--- src/rtl/pci_rr_bus_arbiter.sv ---
// Central round-robin PCI bus arbiter.
// Drives one active-low GNT# per initiator, watches FRAME#/IRDY# to learn
// when the bus is idle, reclaims grants that are never used, and pre-empts
// the current owner as soon as another initiator is waiting.
module pci_rr_bus_arbiter #(
    parameter int NREQ    = 4,
    parameter int IDW     = 2,
    parameter int TIMEOUT = 16
) (
    input  logic            clk,
    input  logic            rst,
    input  logic [NREQ-1:0] req_n,
    input  logic            frame_n,
    input  logic            irdy_n,
    output logic [NREQ-1:0] gnt_n,
    output logic [IDW-1:0]  owner,
    output logic            bus_busy
);

    typedef enum logic [1:0] {
        IDLE,
        GRANTED,
        BUSY,
        DRAIN
    } stateT;

    localparam logic [NREQ-1:0] OneHot0     = NREQ'(1);
    localparam logic [7:0]      TimeoutLast = 8'(TIMEOUT - 1);

    stateT           state;
    logic [IDW-1:0]  last;
    logic [7:0]      grantCnt;
    logic [IDW-1:0]  winner;
    logic [IDW-1:0]  scanIdx;
    logic            anyReq;
    logic [NREQ-1:0] ownerMask;
    logic            otherReq;
    logic            busIdle;

    assign busIdle   = frame_n & irdy_n;
    assign ownerMask = OneHot0 << owner;
    assign otherReq  = |(~req_n & ~ownerMask);

    // Round-robin pick: scan downwards so the nearest requester after 'last' is written last and wins.
    always_comb begin
        winner  = '0;
        anyReq  = 1'b0;
        scanIdx = '0;
        for (int i = NREQ; i >= 1; i--) begin
            scanIdx = IDW'((int'(last) + i) % NREQ);
            if (!req_n[scanIdx]) begin
                winner = scanIdx;
                anyReq = 1'b1;
            end
        end
    end

    // Arbitration FSM with registered grants, owner, priority pointer, grant timer and busy flag.
    always_ff @(posedge clk or posedge rst) begin
        if (rst) begin
            state    <= IDLE;
            gnt_n    <= '1;
            owner    <= '0;
            last     <= IDW'(NREQ - 1);
            grantCnt <= '0;
            bus_busy <= 1'b0;
        end else begin
            case (state)
                IDLE: begin
                    if (anyReq) begin
                        gnt_n    <= ~(OneHot0 << winner);
                        owner    <= winner;
                        grantCnt <= '0;
                        state    <= GRANTED;
                    end else begin
                        gnt_n <= '1;
                    end
                end

                GRANTED: begin
                    if (grantCnt != 8'hFF) begin
                        grantCnt <= grantCnt + 8'd1;
                    end
                    if (!frame_n) begin
                        last     <= owner;
                        bus_busy <= 1'b1;
                        state    <= BUSY;
                    end else if (req_n[owner]) begin
                        gnt_n <= '1;
                        state <= IDLE;
                    end else if (grantCnt == TimeoutLast) begin
                        gnt_n <= '1;
                        last  <= owner;
                        state <= IDLE;
                    end
                end

                BUSY: begin
                    if (otherReq) begin
                        gnt_n <= '1;
                        state <= DRAIN;
                    end else if (busIdle) begin
                        bus_busy <= 1'b0;
                        if (!req_n[owner]) begin
                            grantCnt <= '0;
                            state    <= GRANTED;
                        end else begin
                            gnt_n <= '1;
                            state <= IDLE;
                        end
                    end
                end

                DRAIN: begin
                    gnt_n <= '1;
                    if (busIdle) begin
                        bus_busy <= 1'b0;
                        state    <= IDLE;
                    end
                end

                default: begin
                    gnt_n    <= '1;
                    bus_busy <= 1'b0;
                    state    <= IDLE;
                end
            endcase
        end
    end

endmodule

--- config.mk ---
export PLATFORM = sky130hd
export DESIGN_NAME = pci_rr_bus_arbiter
export DESIGN_NICKNAME = d
export VERILOG_FILES = /design/src/rtl/pci_rr_bus_arbiter.sv
export SDC_FILE = /design/constraint.sdc
export NUM_CORES = 1
export LEC_CHECK = 0
export ABC_CLOCK_PERIOD_IN_PS = 5550
export CAP_MARGIN = 20
export CORE_ASPECT_RATIO = 1.4
export CORE_MARGIN = 2
export CORE_UTILIZATION = 50
export CTS_BUF_LIST = sky130_fd_sc_hd__clkbuf_4
export CTS_CLUSTER_SIZE = 14
export DETAILED_ROUTE_END_ITERATION = 6
export PLACE_DENSITY_LB_ADDON = 0.25
export SLEW_MARGIN = 10
export SYNTH_ARGS = -nofsm -noshare
export SYNTH_HDL_FRONTEND = slang
export SYNTH_SLANG_ARGS = --single-unit
--- constraint.sdc ---
create_clock -name clk -period 5.55 [get_ports clk]
set_input_delay 0.8325 -clock clk [delete_from_list [all_inputs] [get_ports clk]]
set_output_delay 0.8325 -clock clk [all_outputs]
set_load 0.02 [all_outputs]
==> results of run 1 <==
[Yosys cell counts, drive strengths merged (3+ instances only)]
| cell | n | area, um2 |
|---|---|---|
| dfstp | 6 | 158 |
| nor2 | 7 | 26.3 |
| o21ai | 5 | 25.0 |
| dfrtp | 13 | 325 |
| mux2 | 4 | 45.0 |
| and3 | 3 | 23.8 |
| nand4 | 3 | 18.8 |
| a31oi | 7 | 43.8 |
| nand2 | 13 | 48.8 |
| or3 | 3 | 18.8 |
| a21oi | 10 | 61.3 |
| buf | 4 | 41.3 |
| inv | 8 | 30.0 |
[worst max-delay path, cell delays in order]
cell and delay, ns:
clkdlybuf4s50_1 0.63, nand2_1 0.11, or4_1 0.48, and3_4 0.20, o31a_2 0.36, o21a_1 0.18
[report_power, final]
group,switching [mW],internal (mW),total (mW)
combinational,0.133,0.123,0.256
sequential,0.0735,0.197,0.271
clock,0.0446,0.0269,0.0715
[final timing paths]
path                           from     endpoint  slack (ns)  cells past startpoint
setup / recovery           req_n[3]     gnt_n[2]        3.00                      6
hold / removal             gnt_n[3]     gnt_n[3]        0.51                      1
max in group asynchronous       rst  grantCnt[7]        4.18                      2
setup reg to reg           owner[1]  grantCnt[1]        3.56                      5
hold reg to reg            gnt_n[3]     gnt_n[3]        0.51                      1
min in group asynchronous       rst     owner[0]        0.93                      2
[routing by layer]
layer | global-route usage | share of wire | vias up
li1 | - | - | 505
met1 | 0.230 | 0.44 | 500
met2 | 0.333 | 0.52 | 16
met3 | 0.0289 | 0.024 | 5
met4 | 0.0630 | 0.014 | 0
met5 | 0 | 0 | -
[kinds of logic after synthesis]
logic type	count (synthesis)	share of synthesized area
compound gates	40	0.234
fa+ha+maj	1	0.0104
buf+inv	13	0.0627
flops	19	0.403
mux	7	0.0731
simple gates	46	0.216
[final cells by class]
cell class | count | area, um2 | share of cell area
flip-flops and latches | 19 | 483 | 0.358
multi-input cells | 94 | 639 | 0.474
clock inverters | 1 | 5.00 | 0.00371
clock buffers | 3 | 22.5 | 0.0167
repair buffers | 14 | 140 | 0.104
well taps | 23 | 28.8 | 0.0213
inverters | 8 | 30.0 | 0.0223
[stage by stage]
step | util | power (mW) | hold WS (ns)
after detailed placement | 0.565 | 0.530 | 0.495
after floorplan | - | 0.457 | 0.471
after global placement | 0.565 | 0.521 | 0.491
final | 0.577 | 0.598 | 0.510
after global routing | 0.577 | 0.641 | 0.519
after CTS | 0.577 | 0.601 | 0.512
[sequential cells by signal, indices dropped and copies added (netlist names)]
| name | cells |
|---|---|
| grantCnt | 8 |
| gnt_n | 4 |
| last | 2 |
| owner | 2 |
| state | 2 |
| bus_busy | 1 |
==> impl_metrics.env, run 1 <==
export IMPL_status="finished clean"
export IMPL_hpwlAfterDp_mm=1.84
export IMPL_cp_end_kind="flip-flop"
export IMPL_grt_overflow=0
export IMPL_port_buffers=14
export IMPL_holdBufCountCts=0
export IMPL_tightest_slew_ns=0.703
export IMPL_track_usage=0.188
export IMPL_grt_pass1_vias=927
export IMPL_finClkSkew_ns=0.00145
export IMPL_report_final_slew_viol_count=0
export IMPL_rsz0062_at_grt="false"
export IMPL_max_slew_margin=0.531
export IMPL_crit_arrival_ns=2.80
export IMPL_synthArstFlopShare=1.00
export IMPL_syn_area_um2=1200
export IMPL_gp_congestion=0.806
export IMPL_crit_path_max_fanout=9
export IMPL_dieArea_um2=2810
export IMPL_core_um2=2340
export IMPL_leakagePower_nw=0.542
export IMPL_cts_root_buf="clkbuf_4"
export IMPL_layout_cells_non_filler=162
export IMPL_min_period_ns=2.55
export IMPL_max_freq_ghz=0.392
export IMPL_grt_max_degree=20
export IMPL_synth_flop_cell="dfrtp_1"
export IMPL_dr_first_iter_drc_count=29
export IMPL_io_pins=15
export IMPL_ys_seq_area_frac=0.403
export IMPL_antenna_found_initial=0
export IMPL_crit_type="input port to flip-flop"
export IMPL_setup_viol=0
export IMPL_powerDensity_nw_per_um2=444
export IMPL_post_place_ws_ns=2.67
export IMPL_start_kind="input port"
export IMPL_syn_avg_cell_area_um2=9.50
export IMPL_drc=0
export IMPL_vias_per_cell=6.33
export IMPL_cts_resized=0
export IMPL_ys_seq_elements=19
export IMPL_start_util=0.512
export IMPL_hold_viol_final=0
export IMPL_synth_fp_nets=135
export IMPL_max_vdd_ir_drop_mv=0.220
export IMPL_layout_common_cells="14 x clkdlybuf4s50_1, 13 x nand2_1, 13 x dfrtp_1"
export IMPL_wl_per_cell_um=15.0
export IMPL_synth_cells=126
export IMPL_ant_nets=0
export IMPL_yosysWarnings=0
export IMPL_row_count=21
export IMPL_mostFrequentLayoutCell="clkdlybuf4s50_1"
export IMPL_first_pass_iters=5
export IMPL_cts_tree="built"
export IMPL_grt_first_pass_wirelength_mm=3.95
export IMPL_ys_types=48
export IMPL_fin_area_um2=1350
export IMPL_wl_mm=2.44
export IMPL_tns_ns=0
export IMPL_vias=1026
export IMPL_cts_buffers=3
export IMPL_insertion_delay_ns=0.30
export IMPL_clkSlewWorstSetupHoldPaths_ns=0.11
export IMPL_placed_area_um2=1320
export IMPL_fin_ws_ns=3.00
export IMPL_postCtsSetupRepairBufs=0
export IMPL_h_tree_depth=1
export IMPL_crit_required_ns=5.80
export IMPL_clock_path_buffers=2
export IMPL_diodes=0
export IMPL_fillCellCount=217
export IMPL_die_y_um=61.9
export IMPL_nets=149
export IMPL_placedCellCount=158
export IMPL_period_share=0.459
export IMPL_cap_violations=0
export IMPL_drive_gt1_frac=0.144
export IMPL_hold_class="flip-flop to flip-flop"
export IMPL_synth_edf_count=0
export IMPL_syn2layout_area_growth_pct=12.6
export IMPL_cts_sinks=19
export IMPL_die_x_um=45.4
Power figures use the tool's default switching activity.
==> run 2, diff against run 1 <==
--- a/config.mk
+++ b/config.mk
@@ -5,7 +5,7 @@
 export SDC_FILE = /design/constraint.sdc
 export NUM_CORES = 1
 export LEC_CHECK = 0
-export ABC_CLOCK_PERIOD_IN_PS = 5550
+export ABC_CLOCK_PERIOD_IN_PS = 2570
 export CAP_MARGIN = 20
 export CORE_ASPECT_RATIO = 1.4
 export CORE_MARGIN = 2
==> constraint.sdc (replaced) <==
create_clock -name clk -period 2.57 [get_ports clk]
set_input_delay 0.3855 -clock clk [delete_from_list [all_inputs] [get_ports clk]]
set_output_delay 0.3855 -clock clk [all_outputs]
set_load 0.02 [all_outputs]
==> run 2 against run 1 <==
Against the previous run: flip-flop and latch count unchanged; first-iteration DRC count up 31%; worst setup slack lost 2.5 ns; count of clock-buffer cells in the layout is the same; utilization grew 0.64 points; critical path type unchanged; largest power group unchanged.
==> impl_metrics.env, run 2 (same netlist as run 1, synthesis figures left out) <==
export IMPL_setup_viol=0
export IMPL_postCtsSetupRepairBufs=0
export IMPL_vias_per_cell=6.24
export IMPL_cp_end_kind="flip-flop"
export IMPL_track_usage=0.208
export IMPL_mostFrequentLayoutCell="clkdlybuf4s50_1"
export IMPL_grt_pass1_vias=970
export IMPL_reg2reg_to="grantCnt[1]"
export IMPL_io_pins=15
export IMPL_crit_type="input port to flip-flop"
export IMPL_cts_buffers=3
export IMPL_layout_common_cells="14 x clkdlybuf4s50_1, 13 x nand2_1, 13 x dfrtp_1"
export IMPL_syn2layout_area_growth_pct=13.9
export IMPL_grt_first_pass_wirelength_mm=4.29
export IMPL_start_util=0.512
export IMPL_path_cells="clkdlybuf4s50_1 -> nand2_1 -> or4_1 -> and3_4 -> o31a_2 -> o21a_1"
export IMPL_gp_congestion=0.778
export IMPL_die_y_um=61.9
export IMPL_antenna_found_initial=0
export IMPL_drc=0
export IMPL_holdBufCountCts=0
export IMPL_r2r_start="owner[1]"
export IMPL_cts_root_buf="clkbuf_4"
export IMPL_hold_class="input port to async pin"
export IMPL_cts_resized=0
export IMPL_critPathMaxStageDelay_ns=0.61
export IMPL_power_share_sequential=0.450
export IMPL_h_tree_depth=1
export IMPL_cap_violations=0
export IMPL_report_final_slew_viol_count=0
export IMPL_min_period_ns=2.08
export IMPL_pwr_share_clk=0.119
export IMPL_cts_tree="built"
export IMPL_cp_slowest_cell="clkdlybuf4s50_1"
export IMPL_hpwlAfterDp_mm=1.88
export IMPL_drive_gt1_frac=0.156
export IMPL_r2r_slack_ns=0.60
export IMPL_rsz0062_at_grt="false"
export IMPL_nets=151
export IMPL_intPower_uw=757
export IMPL_tightest_slew_ns=0.709
export IMPL_clock_path_buffers=2
export IMPL_p_comb_frac=0.431
export IMPL_ant_nets=0
export IMPL_hold_viol_final=0
export IMPL_dr_first_iter_drc_count=38
export IMPL_tns_ns=0
export IMPL_core_um2=2340
export IMPL_clkSlewWorstSetupHoldPaths_ns=0.12
export IMPL_max_slew_margin=0.527
export IMPL_crit_arrival_ns=2.32
export IMPL_start_kind="input port"
export IMPL_regMostFlops="grantCnt"
export IMPL_p_sw_frac=0.414
export IMPL_port_buffers=14
export IMPL_grt_max_degree=20
export IMPL_row_count=21
export IMPL_largest_register_ffs=8
export IMPL_status="finished clean"
export IMPL_wl_mm=2.44
export IMPL_period_share=0.810
export IMPL_wl_per_cell_um=14.8
export IMPL_die_x_um=45.4
export IMPL_p_sw_uw=534
export IMPL_crit_path_max_fanout=9
export IMPL_r2r_cells=5
export IMPL_grt_overflow=0
export IMPL_dieArea_um2=2810
export IMPL_cts_sinks=19
export IMPL_finClkSkew_ns=0.00852
export IMPL_powerDensity_nw_per_um2=946
export IMPL_max_vdd_ir_drop_mv=0.610
export IMPL_reg_top3="grantCnt x8, gnt_n x4"
export IMPL_vias=1024
export IMPL_diodes=0
export IMPL_insertion_delay_ns=0.30
export IMPL_utilization=0.583
export IMPL_leakagePower_nw=0.552
export IMPL_crit_required_ns=2.81
export IMPL_max_freq_ghz=0.480
export IMPL_first_pass_iters=4
[run 2: cell types whose count changed in the layout (fill, tap and decap cells not counted)]
| cell | previous run | this run |
|---|---|---|
| buf_4 | 0 | 2 |
[run 2: area by class of cell]
class                   count  area (um2)
clock buffers               3        22.5
clock inverters             1        5.00
fillers                   198         975
inverters                   8        30.0
multi-input cells          94         639
flip-flops and latches     19         483
well taps                  23        28.8
repair buffers             16         155
[run 2: power groups by stage]
| stage | combinational (mW) | sequential, mW | clock (mW) |
|---|---|---|---|
| 2_1_floorplan | 0.410 | 0.576 | 0 |
| 5_1_grt | 0.624 | 0.610 | 0.176 |
| 4_1_cts | 0.561 | 0.582 | 0.163 |
| 3_3_place_gp | 0.549 | 0.583 | 0 |
| 3_5_place_dp | 0.560 | 0.588 | 0 |
| 6_report | 0.556 | 0.581 | 0.154 |
[run 2: routing by layer]
layer / GRT usage / part of all wire / vias up
li1: - / - / 509
met1: 0.245 / 0.43 / 498
met2: 0.380 / 0.54 / 13
met3: 0.0289 / 0.019 / 4
met4: 0.0756 / 0.014 / 0
met5: 0 / 0 / -
[run 2: stage by stage]
step | hold slack, ns | instances | setup slack (ns) | cell area [um2] | power [mW]
global placement | 0.492 | 160 | 0.193 | 1340 | 1.13
floorplan | 0.332 | 126 | 0.672 | 1200 | 0.986
global route | 0.520 | 164 | 0.390 | 1360 | 1.41
finish | 0.486 | 164 | 0.488 | 1360 | 1.29
CTS | 0.511 | 164 | 0.502 | 1360 | 1.31
detailed placement | 0.494 | 160 | 0.177 | 1340 | 1.15
[run 2: how the worst max path moves through the flow]
stage / from / end / slack, ns / cells past startpoint
after floorplan: owner[1] / grantCnt[1] / 0.67 / 5
after global placement: req_n[3] / gnt_n[2] / 0.19 / 6
after detailed placement: req_n[3] / gnt_n[2] / 0.18 / 6
after CTS: req_n[3] / gnt_n[2] / 0.50 / 6
after global routing: req_n[3] / grantCnt[1] / 0.39 / 6
final: req_n[3] / gnt_n[2] / 0.49 / 6
[run 2: critical path: cells and delay by family]
family | cells | cell delay, ns
simple gates | 3 | 0.77
buf+inv | 1 | 0.61
compound gates | 2 | 0.54
==> run 3, diff against run 2 <==
--- a/config.mk
+++ b/config.mk
@@ -5,7 +5,7 @@
 export SDC_FILE = /design/constraint.sdc
 export NUM_CORES = 1
 export LEC_CHECK = 0
-export ABC_CLOCK_PERIOD_IN_PS = 2570
+export ABC_CLOCK_PERIOD_IN_PS = 2170
 export CAP_MARGIN = 20
 export CORE_ASPECT_RATIO = 1.4
 export CORE_MARGIN = 2
==> constraint.sdc (replaced) <==
create_clock -name clk -period 2.17 [get_ports clk]
set_input_delay 0.3255 -clock clk [delete_from_list [all_inputs] [get_ports clk]]
set_output_delay 0.3255 -clock clk [all_outputs]
set_load 0.02 [all_outputs]
==> run 3 against run 2 <==
Against the previous run: first-iteration DRC count decreased by 42%; via count increased by 1.3%; combinational power increased by 28%; total power increased by 23%; global-route usage increased by 1.0 points; critical path type is now flip-flop to flip-flop; die area unchanged; worst hold slack got worse by 0.063 ns; count of clock-buffer cells in the layout unchanged; final cell count increased by 5.5%; clock skew decreased by 0.0013 ns; flip-flop and latch count unchanged.
==> impl_metrics.env, run 3 (same netlist as run 1, synthesis figures left out) <==
export IMPL_min_period_ns=1.94
export IMPL_max_slew_margin=0.524
export IMPL_grt_max_degree=20
export IMPL_ant_nets=0
export IMPL_first_pass_iters=4
export IMPL_clkSlewWorstSetupHoldPaths_ns=0.11
export IMPL_reg2reg_to="gnt_n[0]"
export IMPL_max_vdd_ir_drop_mv=0.646
export IMPL_period_share=0.892
export IMPL_power_total_mw=1.58
export IMPL_wl_mm=2.64
export IMPL_p_comb_frac=0.450
export IMPL_crit_arrival_ns=2.18
export IMPL_die_x_um=45.4
export IMPL_tightest_slew_ns=0.713
export IMPL_gp_congestion=0.797
export IMPL_die_y_um=61.9
export IMPL_cts_root_buf="clkbuf_4"
export IMPL_diodes=0
export IMPL_powerDensity_nw_per_um2=1100
export IMPL_h_tree_depth=1
export IMPL_grt_first_pass_wirelength_mm=4.45
export IMPL_insertion_delay_ns=0.31
export IMPL_wl_per_cell_um=15.2
export IMPL_regMostFlops="grantCnt"
export IMPL_dieArea_um2=2810
export IMPL_hpwlAfterDp_mm=2.05
export IMPL_cts_tree="built"
export IMPL_leakagePower_nw=0.596
export IMPL_grt_overflow=0
export IMPL_finClkSkew_ns=0.00717
export IMPL_status="finished clean"
export IMPL_postCtsSetupRepairBufs=0
export IMPL_io_pins=15
export IMPL_crit_type="flip-flop to flip-flop"
export IMPL_r2r_start="owner[1]"
export IMPL_grt_pass1_vias=1049
export IMPL_pwr_share_clk=0.117
export IMPL_largest_register_ffs=8
export IMPL_p_sw_uw=655
export IMPL_mostFrequentLayoutCell="clkdlybuf4s50_1"
export IMPL_p_sw_frac=0.414
export IMPL_fin_ws_ns=0.235
export IMPL_port_buffers=14
export IMPL_hold_viol_final=0
export IMPL_cp_end_kind="flip-flop"
export IMPL_reg_top3="grantCnt x8, gnt_n x4"
export IMPL_crit_path_max_fanout=6
export IMPL_hold_class="input port to async pin"
export IMPL_holdBufCountCts=0
export IMPL_crit_required_ns=2.42
export IMPL_intPower_uw=926
export IMPL_r2r_cells=5
export IMPL_vias_per_cell=5.99
export IMPL_report_final_slew_viol_count=0
export IMPL_track_usage=0.218
export IMPL_max_freq_ghz=0.517
export IMPL_power_share_sequential=0.433
export IMPL_nets=160
export IMPL_layout_common_cells="14 x clkdlybuf4s50_1, 13 x nand2_1, 13 x dfrtp_1"
export IMPL_r2r_slack_ns=0.23
export IMPL_start_util=0.512
export IMPL_clock_path_buffers=2
export IMPL_dr_first_iter_drc_count=22
export IMPL_cap_violations=0
export IMPL_drc=0
export IMPL_post_place_ws_ns=-0.0598
export IMPL_drive_gt1_frac=0.207
export IMPL_vias=1037
export IMPL_cts_sinks=19
export IMPL_cts_resized=0
export IMPL_antenna_found_initial=0
export IMPL_cts_buffers=3
export IMPL_start_kind="flip-flop"
export IMPL_setup_viol=0
export IMPL_rsz0062_at_grt="false"
export IMPL_syn2layout_area_growth_pct=19.5
export IMPL_core_um2=2340
export IMPL_row_count=21
run 3: cell count changes in the layout (fill, tap and decap cells not counted):
cell,delta
buf_4,+9
run 3: per-layer routing:
metal | vias to the layer above | GRT usage | share of wire
li1 | 526 | - | -
met1 | 494 | 0.228 | 0.41
met2 | 10 | 0.420 | 0.55
met3 | 7 | 0.0289 | 0.013
met4 | 0 | 0.101 | 0.024
met5 | - | 0 | 0
run 3: worst max path at each step:
stage                        to  slack [ns]  startpoint
detailed placement     gnt_n[0]       -0.06    req_n[3]
CTS                    gnt_n[0]        0.22    owner[1]
global route           gnt_n[0]        0.18    owner[1]
finish                 gnt_n[0]        0.23    owner[1]
floorplan           grantCnt[1]        0.27    owner[1]
global placement       gnt_n[2]       -0.04    req_n[3]
run 3: final cells by class:
class	count	area [um2]
Fill cell	202	907
Multi-Input combinational cell	94	639
Sequential cell	19	483
Timing Repair Buffer	25	223
Inverter	8	30.0
Tap cell	23	28.8
Clock buffer	3	22.5
Clock inverter	1	5.00
run 3: power groups by stage:
stage	clock (mW)	combinational, mW	sequential [mW]
after global placement	0	0.694	0.683
after CTS	0.191	0.718	0.683
after detailed placement	0	0.718	0.688
final	0.185	0.712	0.684
after global routing	0.207	0.790	0.711
after floorplan	0	0.486	0.682
run 3: per-stage QoR:
stage                     TNS (ns)  hold WS (ns)  cells  utilization  instance area, um2
after floorplan                  0         0.272    126            -                1200
after global placement      -0.148         0.495    169        0.600                1400
after detailed placement    -0.397         0.494    169        0.600                1400
after CTS                        0         0.457    173        0.612                1430
after global routing             0         0.507    173        0.612                1430
final                            0         0.423    173        0.612                1430
run 3: worst max-delay path, stage by stage (launching register included):
cell and delay, ns:
dfrtp_1 0.44, buf_4 0.17, or4_1 0.51, and3_4 0.20, o31a_2 0.36, o21a_1 0.18
==> RTL change, RTL diff (settings of run 3) <==
Compare `grantCnt` against `TimeoutLast` with >= in place of ==.
--- a/src/rtl/pci_rr_bus_arbiter.sv
+++ b/src/rtl/pci_rr_bus_arbiter.sv
@@ -89,5 +89,5 @@
                         gnt_n <= '1;
                         state <= IDLE;
-                    end else if (grantCnt == TimeoutLast) begin
+                    end else if (grantCnt >= TimeoutLast) begin
                         gnt_n <= '1;
                         last  <= owner;
Check against the original RTL: same outputs for any inputs over 4 cycles, from zero or initial values and one cycle with rst high; that may be too few to reach the edited logic, so the function may still have changed.
==> RTL change against run 3 <==
Wire length shrank 6.6%. Worst setup slack gained 0.0090 ns. Sequential power shrank 7.7%. Synthesized area shrank 7.8%. Utilization grew 2.5 points. Final area shrank 5.3%. Power shrank 11%. Synthesized cell count shrank 4.8%. Die area shrank 7.3%. Largest cell class unchanged. Sequential cell count is the same. Non-clock buffer count shrank 3.
==> RTL change: results (changes against run 3) <==
synth:
  seq_area_frac_synth_pct: 43.76  # was 40.33%
  synth_area_leaders: "dfrtp_1, dfstp_2, o21ai_0, nand2_1, a21oi_1"  # was dfrtp_1, dfstp_2, nand2_1, a21oi_1, a31oi_1
  synth_nets: 129  # was 135
  syn_inst: 120  # was 126
  ys_types: 38  # was 48
  synthTopCellsByCount: "dfrtp_1, nand2_1, o21ai_0, a21oi_1"  # was dfrtp_1, nand2_1, a21oi_1, inv_1
power_and_ir_drop:
  p_leak_nw: 0.5888  # was 0.5956 nW
  p_sw_mw: 0.5768  # was 0.6551 mW
  power_frac_clock_pct: 12.8  # was 11.7%
  power_density_nw_per_um2: 1039  # was 1105 nW/um2
  ir_drop_uv: 674.2  # was 646.3 uV
global_route:
  grt_pass1_vias: 1068  # was 1049
  grt_usage_pct: 22.62  # was 21.84%
  grt_pass1_wl_mm: 4.402  # was 4.450 mm
critical_path:
  crit_slowest_cell: "mux4_2"  # was or4_1
  cp_top_family: "compound AO/OA/AOI/OAI gates"  # was simple AND/OR/NAND/NOR gates
  critPathMaxStageDelay_ns: 0.58  # was 0.51 ns
  crit_fanout: 8  # was 6
  critPathArrivalTime_ns: 2.13  # was 2.18 ns
layout:
  drive_gt1_share_pct: 17.93  # was 20.67%
route:
  met1_length_mm: 1.017  # was 1.089 mm
  dr_wl_met2_mm: 1.362  # was 1.450 mm
  viasPerCell: 6.228  # was 5.994
  routed_wirelength_mm: 2.464  # was 2.638 mm
placed_design:
  placed_cells: 163  # was 169
  gp_congestion: 0.8315  # was 0.7968
  hpwlAfterDp_mm: 1.881  # was 2.054 mm
timing:
  tightest_slew_ns: 0.7113  # was 0.7130 ns
  clock_skew_ns: 0.006156  # was 0.007174 ns
  fin_hold_ws_ns: 0.4271  # was 0.4228 ns
run_status:
  status: "completed"  # unchanged
RTL change: logic make-up after synthesis:
logic type / share of synthesized area [%]
multiplexers: 7.029
AND/OR/NAND/NOR: 21.32
flip-flops: 43.76
adder cells (fa/ha/maj): 1.134
buffers and inverters: 2.380
AO/OA/AOI/OAI: 24.38
RTL change: routing by layer:
metal  up-vias  global-route usage (%)
li1        506                       -
met1       516                   23.84
met2        14                   42.86
met3         4                   2.439
met4         0                   11.26
met5         -                       0
RTL change: stage by stage:
step,setup slack [ns],instance area (um2)
after floorplan,0.2874,1104
after global placement,0.03860,1328
after detailed placement,-0.01875,1328
after CTS,0.2139,1355
after global routing,0.1493,1355
final,0.2438,1355
RTL change: final cells by class:
cell class | count | share of cell area, %
flip-flops and latches | 19 | 35.64
well taps | 22 | 2.031
inverters | 6 | 1.662
repair buffers | 22 | 14.77
multi-input cells | 94 | 43.86
clock buffers | 3 | 1.662
clock inverters | 1 | 0.3693
